[config.mk]
export PLATFORM = sky130hd
export DESIGN_NAME = led_phase_scheduler_flat
export DESIGN_NICKNAME = d
export VERILOG_FILES = /design/src/rtl/led_phase_scheduler_if.sv /design/src/rtl/led_phase_scheduler.sv /design/src/flat_wrapper.sv
export SDC_FILE = /design/constraint.sdc
export NUM_CORES = 1
export LEC_CHECK = 0
export BUFFER_PORTS_ARGS = -buffer_cell sky130_fd_sc_hd__buf_2
export CORE_MARGIN = 10
export CORE_UTILIZATION = 50
export CTS_CLUSTER_DIAMETER = 200
export DETAILED_ROUTE_END_ITERATION = 8
export GPL_TIMING_DRIVEN = 0
export PLACE_DENSITY = 0.86
export REMOVE_ABC_BUFFERS = 1
export SYNTH_ARGS = -nofsm -noshare
export SYNTH_HDL_FRONTEND = slang
export SYNTH_SLANG_ARGS = --single-unit
[constraint.sdc]
create_clock -name CLK -period 3.28 [get_ports CLK]
set_input_delay 0.656 -clock CLK [delete_from_list [all_inputs] [get_ports CLK]]
set_output_delay 0.656 -clock CLK [all_outputs]
set_load 0.01 [all_outputs]
[src/rtl/led_phase_scheduler_if.sv]
// ADC sample bus and per-channel result bus of the LED phase scheduler.
// The scheduler connects through the slave modport; the sample source and
// result consumer connect through the master modport.
interface led_phase_scheduler_if;
  logic [7:0] ADC;
  logic       adc_strobe;
  logic [7:0] RED_ADC_Value;
  logic [7:0] IR_ADC_Value;
  logic       sample_valid;
  logic       sample_ch;

  modport master (
    output ADC, adc_strobe,
    input  RED_ADC_Value, IR_ADC_Value, sample_valid, sample_ch
  );

  modport slave (
    input  ADC, adc_strobe,
    output RED_ADC_Value, IR_ADC_Value, sample_valid, sample_ch
  );
endinterface

[src/rtl/led_phase_scheduler.sv]
// LED phase scheduler: alternates RED and IR illumination phases, each made of
// a settle window followed by an acquisition that averages SAMPLE_CNT strobed
// ADC samples into a per-channel result register.
// Optional macro AMBIENT_PHASE_EN adds a dark (both LEDs off) phase ahead of
// each RED/IR pair; its average is subtracted, clamped at 0, from both results.
//
// state       | meaning
// ------------+------------------------------------------------------------
// IDLE        | LEDs off, front-end settings 0, waiting for enable
// DARK_SETTLE | (AMBIENT_PHASE_EN) LEDs off, front end settling
// DARK_ACQ    | (AMBIENT_PHASE_EN) averaging ambient samples
// RED_SETTLE  | RED LED on, front end settling, strobes ignored
// RED_ACQ     | RED LED on, averaging samples
// IR_SETTLE   | IR LED on, front end settling, strobes ignored
// IR_ACQ      | IR LED on, averaging samples; decides repeat or IDLE
module led_phase_scheduler #(
  parameter int SETTLE_CYC = 4,
  parameter int SAMPLE_CNT = 8
) (
  input  logic       CLK,
  input  logic       rst,
  input  logic       enable,
  input  logic [6:0] RED_DC_Comp,
  input  logic [3:0] RED_PGA,
  input  logic [6:0] IR_DC_Comp,
  input  logic [3:0] IR_PGA,
  output logic       LED_RED,
  output logic       LED_IR,
  output logic [6:0] DC_Comp,
  output logic [3:0] PGA_Gain,
  output logic       busy,
  led_phase_scheduler_if.slave bus
);

  localparam int L  = $clog2(SAMPLE_CNT);
  localparam int SW = 8 + L;
  localparam logic [7:0] SETTLE_LD = 8'(SETTLE_CYC - 1);
  localparam logic [6:0] LAST_SMP  = 7'(SAMPLE_CNT - 1);

  typedef enum logic [2:0] {
    IDLE,
    RED_SETTLE,
    RED_ACQ,
    IR_SETTLE,
    IR_ACQ
`ifdef AMBIENT_PHASE_EN
    ,
    DARK_SETTLE,
    DARK_ACQ
`endif
  } state_t;

  state_t        state_q, state_d;
  logic [7:0]    cnt_q, cnt_d;
  logic [6:0]    scnt_q, scnt_d;
  logic [SW-1:0] sum_q, sum_d;
  logic [6:0]    dc_q, dc_d;
  logic [3:0]    pga_q, pga_d;
  logic [7:0]    red_q, red_d;
  logic [7:0]    ir_q, ir_d;
  logic          valid_q, valid_d;
  logic          ch_q, ch_d;
`ifdef AMBIENT_PHASE_EN
  logic [7:0]    dark_q, dark_d;
`endif

  logic [SW-1:0] sum_nx;
  logic [7:0]    avg;
  logic [7:0]    adj;
  logic          acq_done;
  logic          in_settle;
  logic          in_acq;
  state_t        first_state;
  logic [6:0]    first_dc;
  logic [3:0]    first_pga;

  // Next-state, phase settings, accumulation and result update.
  always_comb begin
    state_d   = state_q;
    cnt_d     = cnt_q;
    scnt_d    = scnt_q;
    sum_d     = sum_q;
    dc_d      = dc_q;
    pga_d     = pga_q;
    red_d     = red_q;
    ir_d      = ir_q;
    valid_d   = 1'b0;
    ch_d      = ch_q;
    in_settle = 1'b0;
    in_acq    = 1'b0;
    sum_nx    = sum_q + SW'(bus.ADC);
    avg       = sum_nx[SW-1:L];
    acq_done  = bus.adc_strobe && (scnt_q == LAST_SMP);
`ifdef AMBIENT_PHASE_EN
    dark_d      = dark_q;
    adj         = (avg > dark_q) ? (avg - dark_q) : 8'd0;
    first_state = DARK_SETTLE;
    first_dc    = 7'd0;
    first_pga   = RED_PGA;
`else
    adj         = avg;
    first_state = RED_SETTLE;
    first_dc    = RED_DC_Comp;
    first_pga   = RED_PGA;
`endif

    case (state_q)
      IDLE: begin
        if (enable) begin
          state_d = first_state;
          dc_d    = first_dc;
          pga_d   = first_pga;
          cnt_d   = SETTLE_LD;
        end
      end
      RED_SETTLE: begin
        in_settle = 1'b1;
        if (cnt_q == 8'd0) state_d = RED_ACQ;
      end
      RED_ACQ: begin
        in_acq = 1'b1;
        if (acq_done) begin
          red_d   = adj;
          valid_d = 1'b1;
          ch_d    = 1'b0;
          state_d = IR_SETTLE;
          dc_d    = IR_DC_Comp;
          pga_d   = IR_PGA;
          cnt_d   = SETTLE_LD;
        end
      end
      IR_SETTLE: begin
        in_settle = 1'b1;
        if (cnt_q == 8'd0) state_d = IR_ACQ;
      end
      IR_ACQ: begin
        in_acq = 1'b1;
        if (acq_done) begin
          ir_d    = adj;
          valid_d = 1'b1;
          ch_d    = 1'b1;
          if (enable) begin
            state_d = first_state;
            dc_d    = first_dc;
            pga_d   = first_pga;
            cnt_d   = SETTLE_LD;
          end else begin
            state_d = IDLE;
            dc_d    = 7'd0;
            pga_d   = 4'd0;
          end
        end
      end
`ifdef AMBIENT_PHASE_EN
      DARK_SETTLE: begin
        in_settle = 1'b1;
        if (cnt_q == 8'd0) state_d = DARK_ACQ;
      end
      DARK_ACQ: begin
        in_acq = 1'b1;
        if (acq_done) begin
          dark_d  = avg;
          state_d = RED_SETTLE;
          dc_d    = RED_DC_Comp;
          pga_d   = RED_PGA;
          cnt_d   = SETTLE_LD;
        end
      end
`endif
      default: state_d = IDLE;
    endcase

    // Settle down-counter expiry clears the accumulator for the coming ACQ.
    if (in_settle) begin
      if (cnt_q == 8'd0) begin
        sum_d  = '0;
        scnt_d = 7'd0;
      end else begin
        cnt_d = cnt_q - 8'd1;
      end
    end

    if (in_acq && bus.adc_strobe) begin
      sum_d  = sum_nx;
      scnt_d = scnt_q + 7'd1;
    end
  end

  // State and datapath registers with synchronous reset.
  always_ff @(posedge CLK) begin
    if (rst) begin
      state_q <= IDLE;
      cnt_q   <= 8'd0;
      scnt_q  <= 7'd0;
      sum_q   <= '0;
      dc_q    <= 7'd0;
      pga_q   <= 4'd0;
      red_q   <= 8'd0;
      ir_q    <= 8'd0;
      valid_q <= 1'b0;
      ch_q    <= 1'b0;
`ifdef AMBIENT_PHASE_EN
      dark_q  <= 8'd0;
`endif
    end else begin
      state_q <= state_d;
      cnt_q   <= cnt_d;
      scnt_q  <= scnt_d;
      sum_q   <= sum_d;
      dc_q    <= dc_d;
      pga_q   <= pga_d;
      red_q   <= red_d;
      ir_q    <= ir_d;
      valid_q <= valid_d;
      ch_q    <= ch_d;
`ifdef AMBIENT_PHASE_EN
      dark_q  <= dark_d;
`endif
    end
  end

  assign LED_RED  = (state_q == RED_SETTLE) || (state_q == RED_ACQ);
  assign LED_IR   = (state_q == IR_SETTLE)  || (state_q == IR_ACQ);
  assign DC_Comp  = dc_q;
  assign PGA_Gain = pga_q;
  assign busy     = (state_q != IDLE);

  assign bus.RED_ADC_Value = red_q;
  assign bus.IR_ADC_Value  = ir_q;
  assign bus.sample_valid  = valid_q;
  assign bus.sample_ch     = ch_q;

endmodule

[src/flat_wrapper.sv]
// flat-port wrapper written by rule: the top's interface ports become plain ports
module led_phase_scheduler_flat 
#(
  parameter int SETTLE_CYC = 4,
  parameter int SAMPLE_CNT = 8
)
  (CLK, rst, enable, RED_DC_Comp, RED_PGA, IR_DC_Comp, IR_PGA, LED_RED, LED_IR, DC_Comp, PGA_Gain, busy, bus_ADC, bus_adc_strobe, bus_RED_ADC_Value, bus_IR_ADC_Value, bus_sample_valid, bus_sample_ch);
  led_phase_scheduler_if bus_i ();
  input  logic CLK;
  input  logic rst;
  input  logic enable;
  input  logic [6:0] RED_DC_Comp;
  input  logic [3:0] RED_PGA;
  input  logic [6:0] IR_DC_Comp;
  input  logic [3:0] IR_PGA;
  output logic LED_RED;
  output logic LED_IR;
  output logic [6:0] DC_Comp;
  output logic [3:0] PGA_Gain;
  output logic busy;
  input wire logic [$bits(bus_i.ADC)-1:0] bus_ADC;
  input wire logic [$bits(bus_i.adc_strobe)-1:0] bus_adc_strobe;
  output wire logic [$bits(bus_i.RED_ADC_Value)-1:0] bus_RED_ADC_Value;
  output wire logic [$bits(bus_i.IR_ADC_Value)-1:0] bus_IR_ADC_Value;
  output wire logic [$bits(bus_i.sample_valid)-1:0] bus_sample_valid;
  output wire logic [$bits(bus_i.sample_ch)-1:0] bus_sample_ch;
  assign bus_i.ADC = bus_ADC;
  assign bus_i.adc_strobe = bus_adc_strobe;
  assign bus_RED_ADC_Value = bus_i.RED_ADC_Value;
  assign bus_IR_ADC_Value = bus_i.IR_ADC_Value;
  assign bus_sample_valid = bus_i.sample_valid;
  assign bus_sample_ch = bus_i.sample_ch;
  led_phase_scheduler #(.SETTLE_CYC(SETTLE_CYC), .SAMPLE_CNT(SAMPLE_CNT)) u_core (.CLK(CLK), .rst(rst), .enable(enable), .RED_DC_Comp(RED_DC_Comp), .RED_PGA(RED_PGA), .IR_DC_Comp(IR_DC_Comp), .IR_PGA(IR_PGA), .LED_RED(LED_RED), .LED_IR(LED_IR), .DC_Comp(DC_Comp), .PGA_Gain(PGA_Gain), .busy(busy), .bus(bus_i));
endmodule
Word level (Yosys, flattened, before mapping)

Index checks and enable logic that the tools add are counted.

Reductions and logical operators: 20
$add $sub $neg: 3
Bitwise gates (word level): 1
Equal/unequal tests: 10
Mux-type cells: 35

Operators with widths:

| cell                                             | count |
|---|---|
| 2-to-1 mux 7 bit                                 | 7 |
| 2-to-1 mux 8 bit                                 | 5 |
| 2-to-1 mux 11 bit                                | 3 |
| case mux 8 bit (3 select lines)                  | 1 |
| case mux 7 bit (3 select lines)                  | 1 |
| 2-to-1 mux 4 bit                                 | 4 |
| 2-to-1 mux 3 bit                                 | 5 |
| case mux 3 bit (5 select lines)                  | 1 |
| case mux 4 bit (3 select lines)                  | 1 |
| adder 11 x 8 -> 11 bit                           | 1 |
| logical NOT 8 bit                                | 1 |
| != test 2 x 1 -> 1 bit, second input constant    | 4 |
| subtractor 8 x 1 -> 8 bit, second input constant | 1 |
| adder 7 x 1 -> 7 bit, second input constant      | 1 |
| == test 7 x 3 -> 1 bit, second input constant    | 1 |
| == test 3 x 2 -> 1 bit, second input constant    | 2 |
| 2-to-1 mux 1 bit                                 | 6 |
| AND reduction 2 bit                              | 3 |
| nonzero test 2 bit                               | 3 |
| nonzero test 3 bit                               | 2 |
| OR reduction 2 bit                               | 3 |
| AND reduction 5 bit                              | 1 |
| AND reduction 4 bit                              | 1 |
| == test 3 x 1 -> 1 bit, second input constant    | 1 |
| other kinds (8)                                  | 10 |

Register bits: 58
Logic and storage cells: 79
Output and inout port bits: 32
Input bits: 34

Depth between registers and ports, before layout

Word-level depth: 6
Depth in mapped cells: 8
Mapped depth without buffers: 7

Worst setup path before layout

No wires, ideal clock.

Path type: input-to-reg
From: in bus_ADC[0]
To: reg u_core.red_q[7], in the netlist u_core.bus.RED_ADC_Value[7]
Data arrival time: 2.169 ns
Path slack: 1.026 ns
Buffers on the path: 0
Required time: 3.194 ns
Library setup time: 0.086 ns
Cell stages on the path: 7
Cell sequence: ha_1 fa_1 a211oi_1 o211ai_1 nand4_1 xnor2_1 a211oi_1

Word-level cells in the longest chain between the ends: 1

RTL lines:

| element                | RTL line                   | text |
|---|---|---|
| start, declared        | flat_wrapper.sv:21         | `input wire logic [$bits(bus_i.ADC)-1:0] bus_ADC;` |
| adder 11 x 8 -> 11 bit | led_phase_scheduler.sv:91  | `sum_nx = sum_q + SW'(bus.ADC);` |
| end signal, assigned   | led_phase_scheduler.sv:212 | `red_q <= red_d;` |
| end, declared          | led_phase_scheduler.sv:59  | `logic [7:0] red_q, red_d;` |

Every way passes these cells.
A chain may end at the register's enable or synchronous reset.

Worst setup path after layout

From: reg u_core.state_q[1]
To: reg u_core.sum_q[8]

Word-level cells in the longest chain between the ends: 6
Elaborated cells on any way between the ends: 13
Classes of those cells: eq/ne: 4; mux: 3; reduce/logical: 6

RTL lines:

| element                                                        | RTL line                   | text |
|---|---|---|
| start, declared                                                | led_phase_scheduler.sv:53  | `state_t state_q, state_d;` |
| start signal, assigned                                         | led_phase_scheduler.sv:206 | `state_q <= state_d;` |
| == test 3 bit / == test 3 x 2 -> 1 bit (equally long branches) | led_phase_scheduler.sv:107 | `case (state_q)` |
| OR reduction 2 bit (no source line)                            | --                         |  |
| 2-to-1 mux 1 bit                                               | led_phase_scheduler.sv:107 |  |
| logical AND 1 bit                                              | led_phase_scheduler.sv:183 | `if (in_acq && bus.adc_strobe) begin` |
| nonzero test 2 bit (no source line)                            | --                         |  |
| AND reduction 2 bit (no source line)                           | --                         |  |
| end signal, assigned                                           | led_phase_scheduler.sv:209 | `sum_q <= sum_d;` |
| end, declared                                                  | led_phase_scheduler.sv:56  | `logic [SW-1:0] sum_q, sum_d;` |

Parallel ways exist; a longest one is shown, timed or not.

==> results <==
- The final-layout worst hold slack is around 0.45 ns.
- The final max-slew violation count was 0.
- Data on the critical path arrives at its endpoint at approximately 3.0 ns.
- The number of enable flip-flop cells after synthesis is 0.
- Of the cells placed in the final design, the portion with a size suffix greater than 1 is 0.203.
- The critical path endpoint category is a flip-flop.
- The global placement routability congestion is 0.888.
- The average cell area after synthesis is 8.07 µm².
- From bottom edge to top edge, the die measures roughly 98 µm.
- The critical path class is flip-flop to flip-flop.
- The first-pass GRT wire length is between 10000 and 15000 µm.
- For this design the ratio of total power to cell area is 618 nW/µm².
- The number of detailed-routing iterations run before antenna repair is 4.
- CTS placed an instance of sky130_fd_sc_hd__clkbuf_8 at the clock tree root.
- The initial antenna violation count was 0.
- The post-route fraction of the period consumed by the critical path is 0.834.
- The count of cell types in the netlist is 54.
- In this run, the number of DRC markers left after iteration 0 of detailed routing was between 200 and 250.
- Setup repair after global routing left no endpoint under its margin.
- The largest fanout on the critical path is 21.
- The routed wire length is approximately 7800 µm.
- The top cell type by total area after synthesis is sky130_fd_sc_hd__dfxtp_1.
- The routed via count divided by cell count is 5.86.
- The total via count after detailed routing is roughly 3000.
- The synthesized netlist occupies a cell area of roughly 3100 µm².
- The die covers about 9700 µm².
- For hold timing, the worst endpoint is u_core.bus.RED_ADC_Value[1]$_SDFFE_PP0P_.
- By instance count, the leading cell after synthesis is sky130_fd_sc_hd__dfxtp_1.
- Entering global routing, the biggest net connects 58 pins.
- The post-route minimum period is approximately 2.7 ns.
- The flip-flop cell with the highest count after synthesis is sky130_fd_sc_hd__dfxtp_1.
- The cell count of the worst hold path is 2.
- The worst min-delay path class is flip-flop to flip-flop.
- Ranked by instance count, the synthesized netlist is headed by sky130_fd_sc_hd__dfxtp_1, sky130_fd_sc_hd__nand2_1, sky130_fd_sc_hd__a21oi_1.
- The endpoint identified for the worst register-to-register timing path is u_core.sum_q[8]$_SDFFE_PP0P_.
- The estimated wirelength of the detail-placed design is about 5700 µm.
- The total number of clock tree sinks is slightly below 60.
- For this configuration, the core starts out at a cell density of 0.518.
- The startpoint identified for the worst hold timing path is u_core.bus.RED_ADC_Value[1]$_SDFFE_PP0P_.
- The insertion delay to the later sink of the worst-skew pair is about 0.34 ns.
- The area growth from synthesis to layout is 17.3%.
- Yosys printed 0 warnings.
- The count of buffers added on input and output ports is between 60 and 70.
- By area the synthesized netlist is led by sky130_fd_sc_hd__dfxtp_1, sky130_fd_sc_hd__nand2_1, sky130_fd_sc_hd__a21oi_1.
- The launching point of the worst reg2reg path is u_core.state_q[1]$_SDFFE_PP0P_.
- Data on the critical path is required at its endpoint by approximately 3.5 ns.
- VDD sags by at most 0.000323 V.
- Counting cells, the worst reg-to-reg path comes to 5.
- In this run the number of H-tree levels came out at 3.
- The flow ran to the end, and the final reports show no timing, DRC or antenna violations.
- Summed over all cells, the static leakage comes to about 1.4 nW.
- In this run the horizontal extent of the chip is about 98 µm.
- After filler insertion, the fill cell instance count of the layout stands at roughly 530.
- The floorplan has 28 rows.
- The number of failing setup endpoints in the final timing report is 0.
- The clock edge transition at the registers on the reported setup and hold paths is approximately 0.060 ns.
- The total core area is about 5900 µm².
- The fraction of registers with async set/reset is 0.
- In the routed design, unresolved DRC markers number 0.
- The launching element type of the critical path is a flip-flop.
- The number of hold-slack violations in the final timing report is 0.
- The reported max-cap violation count is 0.
- In the global route stage, overall resource usage came out at 0.157.
- The repair_antennas step left the layout with diodes totalling 0.
- Static timing analysis puts the maximum clock frequency at around 370 MHz.
- After global routing the overflow that remains totals 0.
- The final layout contains between 400 and 500 nets.
- The mean routed wirelength per cell is 15.2 µm.
- The clock skew is 0.00957 ns.
- 66 I/O pins were placed.
- Counting every instance in the synthesized netlist gives 380.
- At the pin with the least slew margin, the transition time is roughly 1.1 ns.
- The worst pin sits at a relative slew slack of 0.259.
- In this run, post-CTS repair resized a total of 0 instances.
- Buffers inserted during clock tree synthesis total 9.
- The setup slack on the worst flop-to-flop path is 0.54 ns.
- The longest clock path from root to sink contains 2 buffers.
- The number of setup buffers added after CTS is 0.
- The via count of the first global-routing pass was 2813.
- The number of hold buffers added after cts is 0.
- Of the synthesized area, sequential elements account for 0.379.
- The CTS tree is built.
- The flop and latch count out of synthesis is 58.
- The summed negative setup slack over all endpoints is 0 ns.
- The final antenna-violating net count is 0.
- Of the post-synthesis cell area, the dominant cell type holds 0.379.
## area by class of cell
cell class / instances / area, µm² / area share
tap: 75 / 93.8 / 0.0261
clock buffer: 12 / 155 / 0.0431
inverter: 5 / 18.8 / 0.00522
sequential: 58 / 1160 / 0.323
timing repair buffer: 65 / 325 / 0.0905
clock inverter: 4 / 73.8 / 0.0205
multi-input combinational: 295 / 1770 / 0.492
## flip-flops by register name (all words and copies together), names as in the netlist
| signal | count |
|---|---|
| u_core.bus.sample_valid | 1 |
| u_core.PGA_Gain | 4 |
| u_core.DC_Comp | 7 |
| u_core.scnt_q | 7 |
| u_core.bus.IR_ADC_Value | 8 |
| u_core.bus.sample_ch | 1 |
| u_core.bus.RED_ADC_Value | 8 |
| u_core.sum_q | 11 |
| u_core.state_q | 3 |
| u_core.cnt_q | 8 |
## metrics by stage
step           instances  utilization  worst slack [ns]  area (µm²)  power, mW
3_3_place_gp         498        0.569             0.307        3370       1.46
2_1_floorplan        358            -              1.03        2950       1.29
6_report             514        0.607             0.545        3600       2.22
5_1_grt              514        0.607             0.288        3600       2.35
3_5_place_dp         498        0.569             0.256        3370       1.49
4_1_cts              514        0.607             0.572        3600       2.23
## report_power, final
part / internal, mW / total (mW) / switching, mW
combinational: 0.232 / 0.619 / 0.387
clock: 0.469 / 0.747 / 0.278
sequential: 0.776 / 0.857 / 0.0813
total: 1.48 / 2.22 / 0.746
## kinds of logic (layout without fill, tap and decap cells)
kind of cell / after synthesis / after routing / share of synthesized area
buffers and inverters: 27 / 86 / 0.0449
XOR/XNOR: 14 / 14 / 0.0400
flip-flops: 58 / 58 / 0.379
AO/OA/AOI/OAI: 117 / 117 / 0.235
adder cells (fa/ha/maj): 12 / 12 / 0.0514
multiplexers: 1 / 1 / 0.00326
AND/OR/NAND/NOR: 151 / 151 / 0.246
## cells in the final DEF (no fill, tap or decap), drive strengths merged, types with 5 or more instances in the layout
| cell type | instances |
|---|---|
| xor2 | 7 |
| a22oi | 5 |
| xnor2 | 7 |
| o22ai | 11 |
| a21oi | 37 |
| ha | 11 |
| a311oi | 6 |
| nand2 | 50 |
| buf | 65 |
| a211oi | 5 |
| clkbuf | 12 |
| nand3 | 18 |
| nand4 | 6 |
| dfxtp | 58 |
| nor2 | 23 |
| nor3 | 21 |
| o21ai | 26 |
## layer usage
| metal | part of all wire | GRT usage | wire (µm) | up-vias |
|---|---|---|---|---|
| met4 | 0.018 | 0.0783 | 137 | 0 |
| met1 | 0.42 | 0.182 | 3320 | 1385 |
| met2 | 0.48 | 0.264 | 3800 | 94 |
| li1 | - | - | - | 1519 |
| met5 | 0 | 0 | 0 | - |
| met3 | 0.073 | 0.0374 | 568 | 13 |
## worst max path at each step
stage | depth (start not counted) | start | end | slack [ns]
floorplan | 7 | bus_ADC[0] | u_core.bus.IR_ADC_Value[7]$_SDFFE_PP0P_ | 1.03
global placement | 5 | rst | u_core.sum_q[9]$_SDFFE_PP0P_ | 0.31
detailed placement | 5 | rst | u_core.sum_q[9]$_SDFFE_PP0P_ | 0.26
CTS | 5 | u_core.state_q[1]$_SDFFE_PP0P_ | u_core.sum_q[8]$_SDFFE_PP0P_ | 0.57
global route | 5 | u_core.state_q[1]$_SDFFE_PP0P_ | u_core.sum_q[8]$_SDFFE_PP0P_ | 0.29
finish | 5 | u_core.state_q[1]$_SDFFE_PP0P_ | u_core.sum_q[8]$_SDFFE_PP0P_ | 0.54
## worst max-delay path, stage by stage, from the launching register on
cell                      delay, ns
sky130_fd_sc_hd__dfxtp_1       0.80
sky130_fd_sc_hd__xnor2_1       0.21
sky130_fd_sc_hd__nor3b_2       0.91
sky130_fd_sc_hd__nor2_1        0.32
sky130_fd_sc_hd__a32oi_1       0.26
sky130_fd_sc_hd__o21ai_0       0.11
Power figures use the tool's default switching activity.
